===== src/rtl/aes_io_interface_if.sv =====
// rtl/aes_io_interface_if.sv - host load/drain and AES core signal bundle
// The slave modport is the front-end's view; master is the host/core side.
interface aes_io_interface_if #(
   parameter int DIN_W    = 8,
   parameter int KEY_BITS = 128
);
   logic [DIN_W-1:0]    din;
   logic [1:0]          cmd;
   logic                interface_ready;
   logic                cmd_err;
   logic                engine_done;
   logic [DIN_W-1:0]    dout;
   logic                dout_valid;
   logic                dout_ready;
   logic [127:0]        core_pt;
   logic [KEY_BITS-1:0] core_key;
   logic                core_start;
   logic                core_done;
   logic [127:0]        core_ct;

   modport slave (
      input  din, cmd, dout_ready, core_done, core_ct,
      output interface_ready, cmd_err, engine_done, dout, dout_valid,
             core_pt, core_key, core_start
   );

   modport master (
      output din, cmd, dout_ready, core_done, core_ct,
      input  interface_ready, cmd_err, engine_done, dout, dout_valid,
             core_pt, core_key, core_start
   );
endinterface


===== src/rtl/aes_io_interface.sv =====
// rtl/aes_io_interface.sv - command-driven plaintext/key loader and ciphertext drain for the AES core
// The key survives across blocks; each new block needs only a fresh plaintext.
module aes_io_interface #(
   parameter int DIN_W    = 8,
   parameter int KEY_BITS = 128
) (
   input  logic              clk,
   input  logic              rst_,
   aes_io_interface_if.slave io
);
   localparam int PT_BEATS  = 128 / DIN_W;
   localparam int KEY_BEATS = KEY_BITS / DIN_W;
   localparam int PW        = $clog2(PT_BEATS + 1);
   localparam int KW        = $clog2(KEY_BEATS + 1);

   localparam logic [1:0] C_ID = 2'b00;
   localparam logic [1:0] C_SP = 2'b01;
   localparam logic [1:0] C_SK = 2'b10;
   localparam logic [1:0] C_ST = 2'b11;

   typedef enum logic [1:0] {S_LOAD, S_RUN, S_DRAIN, S_DONE} state_e;
   // Last buffer-loading command seen; PV_DONE forces both buffers to restart.
   typedef enum logic [1:0] {PV_NONE, PV_SP, PV_SK, PV_DONE} prev_e;

   state_e              state_q, state_d;
   prev_e               prev_q, prev_d;
   logic [127:0]        pt_q, pt_d;
   logic [127:0]        ct_q, ct_d;
   logic [KEY_BITS-1:0] key_q, key_d;
   logic [PW-1:0]       pt_ptr_q, pt_ptr_d;
   logic [PW-1:0]       out_ptr_q, out_ptr_d;
   logic [KW-1:0]       key_ptr_q, key_ptr_d;
   logic                pt_full_q, pt_full_d;
   logic                key_full_q, key_full_d;
   logic                start_q, start_d;
   logic                err_q, err_d;

   always_ff @(posedge clk or negedge rst_) begin
      if (!rst_) begin
         state_q    <= S_LOAD;
         prev_q     <= PV_NONE;
         pt_q       <= '0;
         ct_q       <= '0;
         key_q      <= '0;
         pt_ptr_q   <= '0;
         out_ptr_q  <= '0;
         key_ptr_q  <= '0;
         pt_full_q  <= 1'b0;
         key_full_q <= 1'b0;
         start_q    <= 1'b0;
         err_q      <= 1'b0;
      end else begin
         state_q    <= state_d;
         prev_q     <= prev_d;
         pt_q       <= pt_d;
         ct_q       <= ct_d;
         key_q      <= key_d;
         pt_ptr_q   <= pt_ptr_d;
         out_ptr_q  <= out_ptr_d;
         key_ptr_q  <= key_ptr_d;
         pt_full_q  <= pt_full_d;
         key_full_q <= key_full_d;
         start_q    <= start_d;
         err_q      <= err_d;
      end
   end

   always_comb begin
      state_d    = state_q;
      prev_d     = prev_q;
      pt_d       = pt_q;
      ct_d       = ct_q;
      key_d      = key_q;
      pt_ptr_d   = pt_ptr_q;
      out_ptr_d  = out_ptr_q;
      key_ptr_d  = key_ptr_q;
      pt_full_d  = pt_full_q;
      key_full_d = key_full_q;
      start_d    = 1'b0;
      err_d      = 1'b0;

      case (state_q)
         S_LOAD: begin
            case (io.cmd)
               C_SP: begin
                  if (prev_q == PV_SK || prev_q == PV_DONE) begin
                     pt_ptr_d  = '0;
                     pt_full_d = 1'b0;
                  end
                  // Once full, extra beats are dropped rather than wrapping.
                  if (!pt_full_d) begin
                     pt_d[127 - int'(pt_ptr_d) * DIN_W -: DIN_W] = io.din;
                     pt_full_d = (pt_ptr_d == PW'(PT_BEATS - 1));
                     pt_ptr_d  = pt_ptr_d + PW'(1);
                  end
                  prev_d = PV_SP;
               end
               C_SK: begin
                  if (prev_q == PV_SP || prev_q == PV_DONE) begin
                     key_ptr_d  = '0;
                     key_full_d = 1'b0;
                  end
                  if (!key_full_d) begin
                     key_d[KEY_BITS - 1 - int'(key_ptr_d) * DIN_W -: DIN_W] = io.din;
                     key_full_d = (key_ptr_d == KW'(KEY_BEATS - 1));
                     key_ptr_d  = key_ptr_d + KW'(1);
                  end
                  prev_d = PV_SK;
               end
               C_ST: begin
                  if (pt_full_q && key_full_q) begin
                     state_d = S_RUN;
                     start_d = 1'b1;
                  end else begin
                     err_d = 1'b1;
                  end
               end
               default: ;
            endcase
         end
         S_RUN: begin
            // A done pulse coincident with our own start pulse is stale.
            if (io.core_done && !start_q) begin
               ct_d      = io.core_ct;
               out_ptr_d = '0;
               state_d   = S_DRAIN;
            end
         end
         S_DRAIN: begin
            if (io.dout_ready) begin
               if (out_ptr_q == PW'(PT_BEATS - 1)) begin
                  out_ptr_d = '0;
                  state_d   = S_DONE;
               end else begin
                  out_ptr_d = out_ptr_q + PW'(1);
               end
            end
         end
         S_DONE: begin
            if (io.cmd == C_ID) begin
               state_d   = S_LOAD;
               pt_full_d = 1'b0;
               prev_d    = PV_DONE;
            end
         end
         default: state_d = S_LOAD;
      endcase
   end

   assign io.interface_ready = (state_q == S_LOAD);
   assign io.cmd_err         = err_q;
   assign io.engine_done     = (state_q == S_DONE);
   assign io.dout_valid      = (state_q == S_DRAIN);
   assign io.dout            = (state_q == S_DRAIN) ? ct_q[127 - int'(out_ptr_q) * DIN_W -: DIN_W] : '0;
   assign io.core_pt         = pt_q;
   assign io.core_key        = key_q;
   assign io.core_start      = start_q;
endmodule


===== src/flat_wrapper.sv =====
// flat-port wrapper written by rule: the top's interface ports become plain ports
module aes_io_interface_flat 
#(
   parameter int DIN_W    = 8,
   parameter int KEY_BITS = 128
)
  (clk, rst_, io_din, io_cmd, io_dout_ready, io_core_done, io_core_ct, io_interface_ready, io_cmd_err, io_engine_done, io_dout, io_dout_valid, io_core_pt, io_core_key, io_core_start);
  aes_io_interface_if #(.DIN_W(DIN_W), .KEY_BITS(KEY_BITS)) io_i ();
  input  logic clk;
  input  logic rst_;
  input wire logic [$bits(io_i.din)-1:0] io_din;
  input wire logic [$bits(io_i.cmd)-1:0] io_cmd;
  input wire logic [$bits(io_i.dout_ready)-1:0] io_dout_ready;
  input wire logic [$bits(io_i.core_done)-1:0] io_core_done;
  input wire logic [$bits(io_i.core_ct)-1:0] io_core_ct;
  output wire logic [$bits(io_i.interface_ready)-1:0] io_interface_ready;
  output wire logic [$bits(io_i.cmd_err)-1:0] io_cmd_err;
  output wire logic [$bits(io_i.engine_done)-1:0] io_engine_done;
  output wire logic [$bits(io_i.dout)-1:0] io_dout;
  output wire logic [$bits(io_i.dout_valid)-1:0] io_dout_valid;
  output wire logic [$bits(io_i.core_pt)-1:0] io_core_pt;
  output wire logic [$bits(io_i.core_key)-1:0] io_core_key;
  output wire logic [$bits(io_i.core_start)-1:0] io_core_start;
  assign io_i.din = io_din;
  assign io_i.cmd = io_cmd;
  assign io_i.dout_ready = io_dout_ready;
  assign io_i.core_done = io_core_done;
  assign io_i.core_ct = io_core_ct;
  assign io_interface_ready = io_i.interface_ready;
  assign io_cmd_err = io_i.cmd_err;
  assign io_engine_done = io_i.engine_done;
  assign io_dout = io_i.dout;
  assign io_dout_valid = io_i.dout_valid;
  assign io_core_pt = io_i.core_pt;
  assign io_core_key = io_i.core_key;
  assign io_core_start = io_i.core_start;
  aes_io_interface #(.DIN_W(DIN_W), .KEY_BITS(KEY_BITS)) u_core (.clk(clk), .rst_(rst_), .io(io_i));
endmodule

===== config.mk =====
export PLATFORM = sky130hd
export DESIGN_NAME = aes_io_interface_flat
export DESIGN_NICKNAME = d
export VERILOG_FILES = /design/src/rtl/aes_io_interface_if.sv /design/src/rtl/aes_io_interface.sv /design/src/flat_wrapper.sv
export SDC_FILE = /design/constraint.sdc
export NUM_CORES = 1
export LEC_CHECK = 0
export BUFFER_PORTS_ARGS = -buffer_cell sky130_fd_sc_hd__buf_4
export CORE_MARGIN = 4
export CORE_UTILIZATION = 55
export CTS_CLUSTER_SIZE = 14
export DETAILED_ROUTE_END_ITERATION = 8
export MAX_ROUTING_LAYER = met4
export PLACE_DENSITY = 0.91
export REMOVE_ABC_BUFFERS = 1
export SLEW_MARGIN = 25
export SYNTH_ARGS = -nofsm -noshare
export SYNTH_HDL_FRONTEND = slang
export SYNTH_SLANG_ARGS = --single-unit
export TNS_END_PERCENT = 100

===== constraint.sdc =====
create_clock -name clk -period 4.8 [get_ports clk]
set_clock_uncertainty 0.1 [all_clocks]
set_input_delay 0.72 -clock clk [delete_from_list [all_inputs] [get_ports clk]]
set_output_delay 0.72 -clock clk [all_outputs]
set_load 0.05 [all_outputs]

==> flow_metrics.py <==
metrics = {
    "outcome": {
        "status": "completed",
    },
    "placement": {
        "place.gp.congestion": 0.888,
        "placed_cells_incl_taps": 2035,
        "place.detailed.hpwl_um": 34400,
        "port_buffers": 410,
        "placed_area_um2": 20800,
    },
    "setup_path": {
        "crit_arrival_ps": 2920,
        "cp_max_fo": 31,
        "critical_path.max_stage_delay_ps": 990,
        "worst_path_most_repeated_cell": "sky130_fd_sc_hd__buf_4",
        "path_cells": "buf_4 -> mux2i_1 -> a221oi_1 -> o21ai_0 -> nand2_1 -> buf_4",
        "worstPathBufferInverterCount": 2,
        "crit_required_ps": 3980,
        "worst_setup_path_start_kind": "flop",
        "critical-path-top-delay-family": "flip-flops",
        "crit_path_end_kind": "output pin",
        "timing.critical_path.slowest_stage_cell": "sky130_fd_sc_hd__dfrtp_2",
        "critPathKind": "reg2out",
    },
    "layout": {
        "register_area_um2": 10200,
        "num-nets-final": 1836,
        "multiInputGateArea_um2": 6800,
        "syn2layout_area_growth_pct": 28.0,
        "instances_no_fill": 2113,
        "stdcell_area_um2": 22300,
        "antenna_cells": 0,
        "post_route_cells_drive_above_1_share_pct": 50.0,
        "fillCellCount": 1904,
    },
    "synthesis": {
        "yosys_warnings": 0,
        "synthesized_instance_count": 1300,
        "synthFlopType": "sky130_fd_sc_hd__dfrtp_1",
        "synthesis.area_um2": 17400,
        "syn-mean-instance-area_um2": 13.4,
        "synth-seq-cells": 407,
        "synth-async-reset-ratio_pct": 100,
        "synth_enable_flop_cells": 0,
        "synth_sequential_area_ratio_pct": 58.4,
        "yosysUniqueCellTypes": 60,
    },
    "cts": {
        "clk_root_buffer_cell": "sky130_fd_sc_hd__clkbuf_16",
        "tritoncts_num_sinks": 407,
        "clkTransAtPathRegs_ps": 60,
        "ctsHtreeMaxLevel": 2,
        "post_cts_hold_buffer_count": 0,
        "postCtsSetupRepairBufs": 0,
        "cts_buffers": 43,
        "insertion_delay_of_the_later_clocked_pin_in_the_worst_skew_pair_ps": 540,
        "cts-root-to-sink-buffers": 3,
        "tritoncts": "done",
        "cts_repair_resize_count": 0,
    },
    "die": {
        "start_util_pct": 56.4,
        "design.die.area_um2": 34600,
        "die-height_um": 186,
        "placement_rows": 64,
        "fp.coreArea_um2": 30900,
        "boundaryPins": 411,
        "dieWidth_um": 186,
    },
    "timing": {
        "achievable-frequency_ghz": 0.268,
        "timing_hold_violations_final": 0,
        "final_period_minus_worst_setup_slack_ps": 3740,
        "setup-tns-final_ps": 0,
        "tightestPinTransition_ps": 1010,
        "timing.slew.headroom_pct": 33.0,
        "report.final.setup_viol": 0,
        "pins_over_slew_limit": 0,
        "layout_worst_path_cycle_share_pct": 77.9,
        "final.hold.worst_slack_ps": 314,
        "rsz0062_at_grt": "no",
    },
    "global_route": {
        "first_global_vias": 13100,
        "grt-ovfl-total": 0,
        "grt_antenna_before_repair": 0,
        "largest_net_degree_at_the_start_of_global_routing": 128,
        "globalRouteTotalUtil_pct": 29.5,
        "grt_first_pass_wirelength_um": 76500,
    },
    "drt": {
        "post-route-drc-count": 0,
        "postRouteWirelength_um": 50600,
        "firstDrtPassIters": 5,
        "total_via_count_in_the_routed_design": 12400,
        "route.detailed.wl_per_inst_um": 24.0,
        "viasPerCell": 5.85,
        "drt-initial-drc-count": 759,
        "route.antenna.remaining_nets": 0,
    },
    "power": {
        "leakagePower_nw": 11.1,
        "peakVddDrop_mv": 0.468,
        "power_per_cell_area_nw_per_um2": 561,
        "p_total_mw": 12.5,
    },
    "worst_hold_path": {
        "timing.hold.worst.class": "in2reg",
    },
    "job": {
        "cap_viol_max_count": 0,
    },
}
worst reg2reg max path, cell delays in order, from the launching register on:
cell	delay [ps]
sky130_fd_sc_hd__dfrtp_1	400
sky130_fd_sc_hd__inv_1	130
sky130_fd_sc_hd__ha_1	540
sky130_fd_sc_hd__nand3b_4	290
sky130_fd_sc_hd__nor4_2	360
sky130_fd_sc_hd__nor2b_1	680
sky130_fd_sc_hd__mux2_2	430
through the flow:
stage / utilization (%) / setup slack [ps]
4_1_cts: 72.0 / 1030
2_1_floorplan: - / -192
3_5_place_dp: 67.2 / 1590
5_1_grt: 72.2 / 842
3_3_place_gp: 67.2 / 1580
6_report: 72.2 / 1060
cells in the final DEF (no fill, tap or decap), types with 13 or more instances in the layout:
master	count
sky130_fd_sc_hd__and2_1	33
sky130_fd_sc_hd__mux2i_1	43
sky130_fd_sc_hd__nor2b_1	13
sky130_fd_sc_hd__nor2_1	29
sky130_fd_sc_hd__nand3_1	33
sky130_fd_sc_hd__inv_1	31
sky130_fd_sc_hd__clkbuf_16	43
sky130_fd_sc_hd__dfrtp_1	406
sky130_fd_sc_hd__o21ai_0	55
sky130_fd_sc_hd__buf_4	420
sky130_fd_sc_hd__nand2b_1	13
sky130_fd_sc_hd__mux2_2	328
sky130_fd_sc_hd__mux4_2	16
sky130_fd_sc_hd__a21oi_1	13
sky130_fd_sc_hd__nand2_1	83
per-layer routing:
metal	global-route usage, %	up-vias	wire (µm)	part of all wire [%]
met1	35.4	6267	18900	37
met5	-	-	0	0
met2	48.3	600	25000	49
met3	8.48	120	4780	9.4
li1	-	5382	-	-
met4	10.3	0	1910	3.8
synthesized netlist by cell type (12+ instances only):
library cell               number  share of area [%]
sky130_fd_sc_hd__dfrtp_1      407                 58
sky130_fd_sc_hd__mux2_2       328                 21
sky130_fd_sc_hd__nand2_1       83                1.8
sky130_fd_sc_hd__o21ai_0       55                1.6
sky130_fd_sc_hd__clkbuf_1      50                1.1
sky130_fd_sc_hd__mux2i_1       43                2.5
sky130_fd_sc_hd__and2_1        33                1.2
sky130_fd_sc_hd__nand3_1       33               0.95
sky130_fd_sc_hd__inv_1         31               0.67
sky130_fd_sc_hd__nor2_1        29               0.62
sky130_fd_sc_hd__buf_2         23               0.66
sky130_fd_sc_hd__mux4_2        16                2.1
sky130_fd_sc_hd__a21oi_1       13               0.37
sky130_fd_sc_hd__nand2b_1      13               0.47
sky130_fd_sc_hd__nor2b_1       13               0.47
sky130_fd_sc_hd__nor3_1        12               0.34
final cells by class:
cell class | count | share of cell area, %
Sequential cell | 407 | 45.7
Multi-Input combinational cell | 778 | 30.5
Timing Repair Buffer | 425 | 14.5
Clock buffer | 55 | 5.34
Tap cell | 396 | 2.22
Clock inverter | 21 | 1.26
Inverter | 31 | 0.522
sequential cells by signal, summed over array words and instances, names as in the netlist:
name,cells
u_core.ct_q,128
u_core.io.core_start,1
u_core.state_q,2
u_core.key_ptr_q,5
u_core.pt_ptr_q,5
u_core.io.cmd_err,1
u_core.prev_q,2
u_core.pt_full_q,1
u_core.io.core_pt,128
u_core.key_full_q,1
u_core.io.core_key,128
u_core.out_ptr_q,5
worst paths after layout:
check / cells after the start / slack (ps) / start / endpoint
setup / recovery: 6 / 1060 / u_core.out_ptr_q[0] / io_dout[7]
hold / removal: 2 / 310 / io_core_ct[109] / u_core.ct_q[109]
setup reg to reg: 6 / 1770 / u_core.state_q[0] / u_core.io.core_pt[62]
hold reg to reg: 2 / 380 / u_core.io.core_pt[114] / u_core.io.core_pt[114]
max in group asynchronous: 4 / 2740 / rst_ / u_core.io.core_key[91]
min in group asynchronous: 2 / 580 / rst_ / u_core.ct_q[25]
report_power, final:
group          total, mW  internal (mW)  switching (mW)
clock network       3.43           2.04            1.40
logic               4.08           1.74            2.34
registers           5.00           4.27           0.723
kinds of logic (layout without fill, tap and decap cells):
logic type      Yosys count  in the layout  share of synthesized area, %
buf+inv                 115            532                          2.76
simple gates            254            254                          7.89
fa+ha+maj                 8              8                         0.574
flops                   407            407                          58.4
compound gates          128            128                          4.56
mux                     388            388                          25.8
Power figures use the tool's default switching activity.
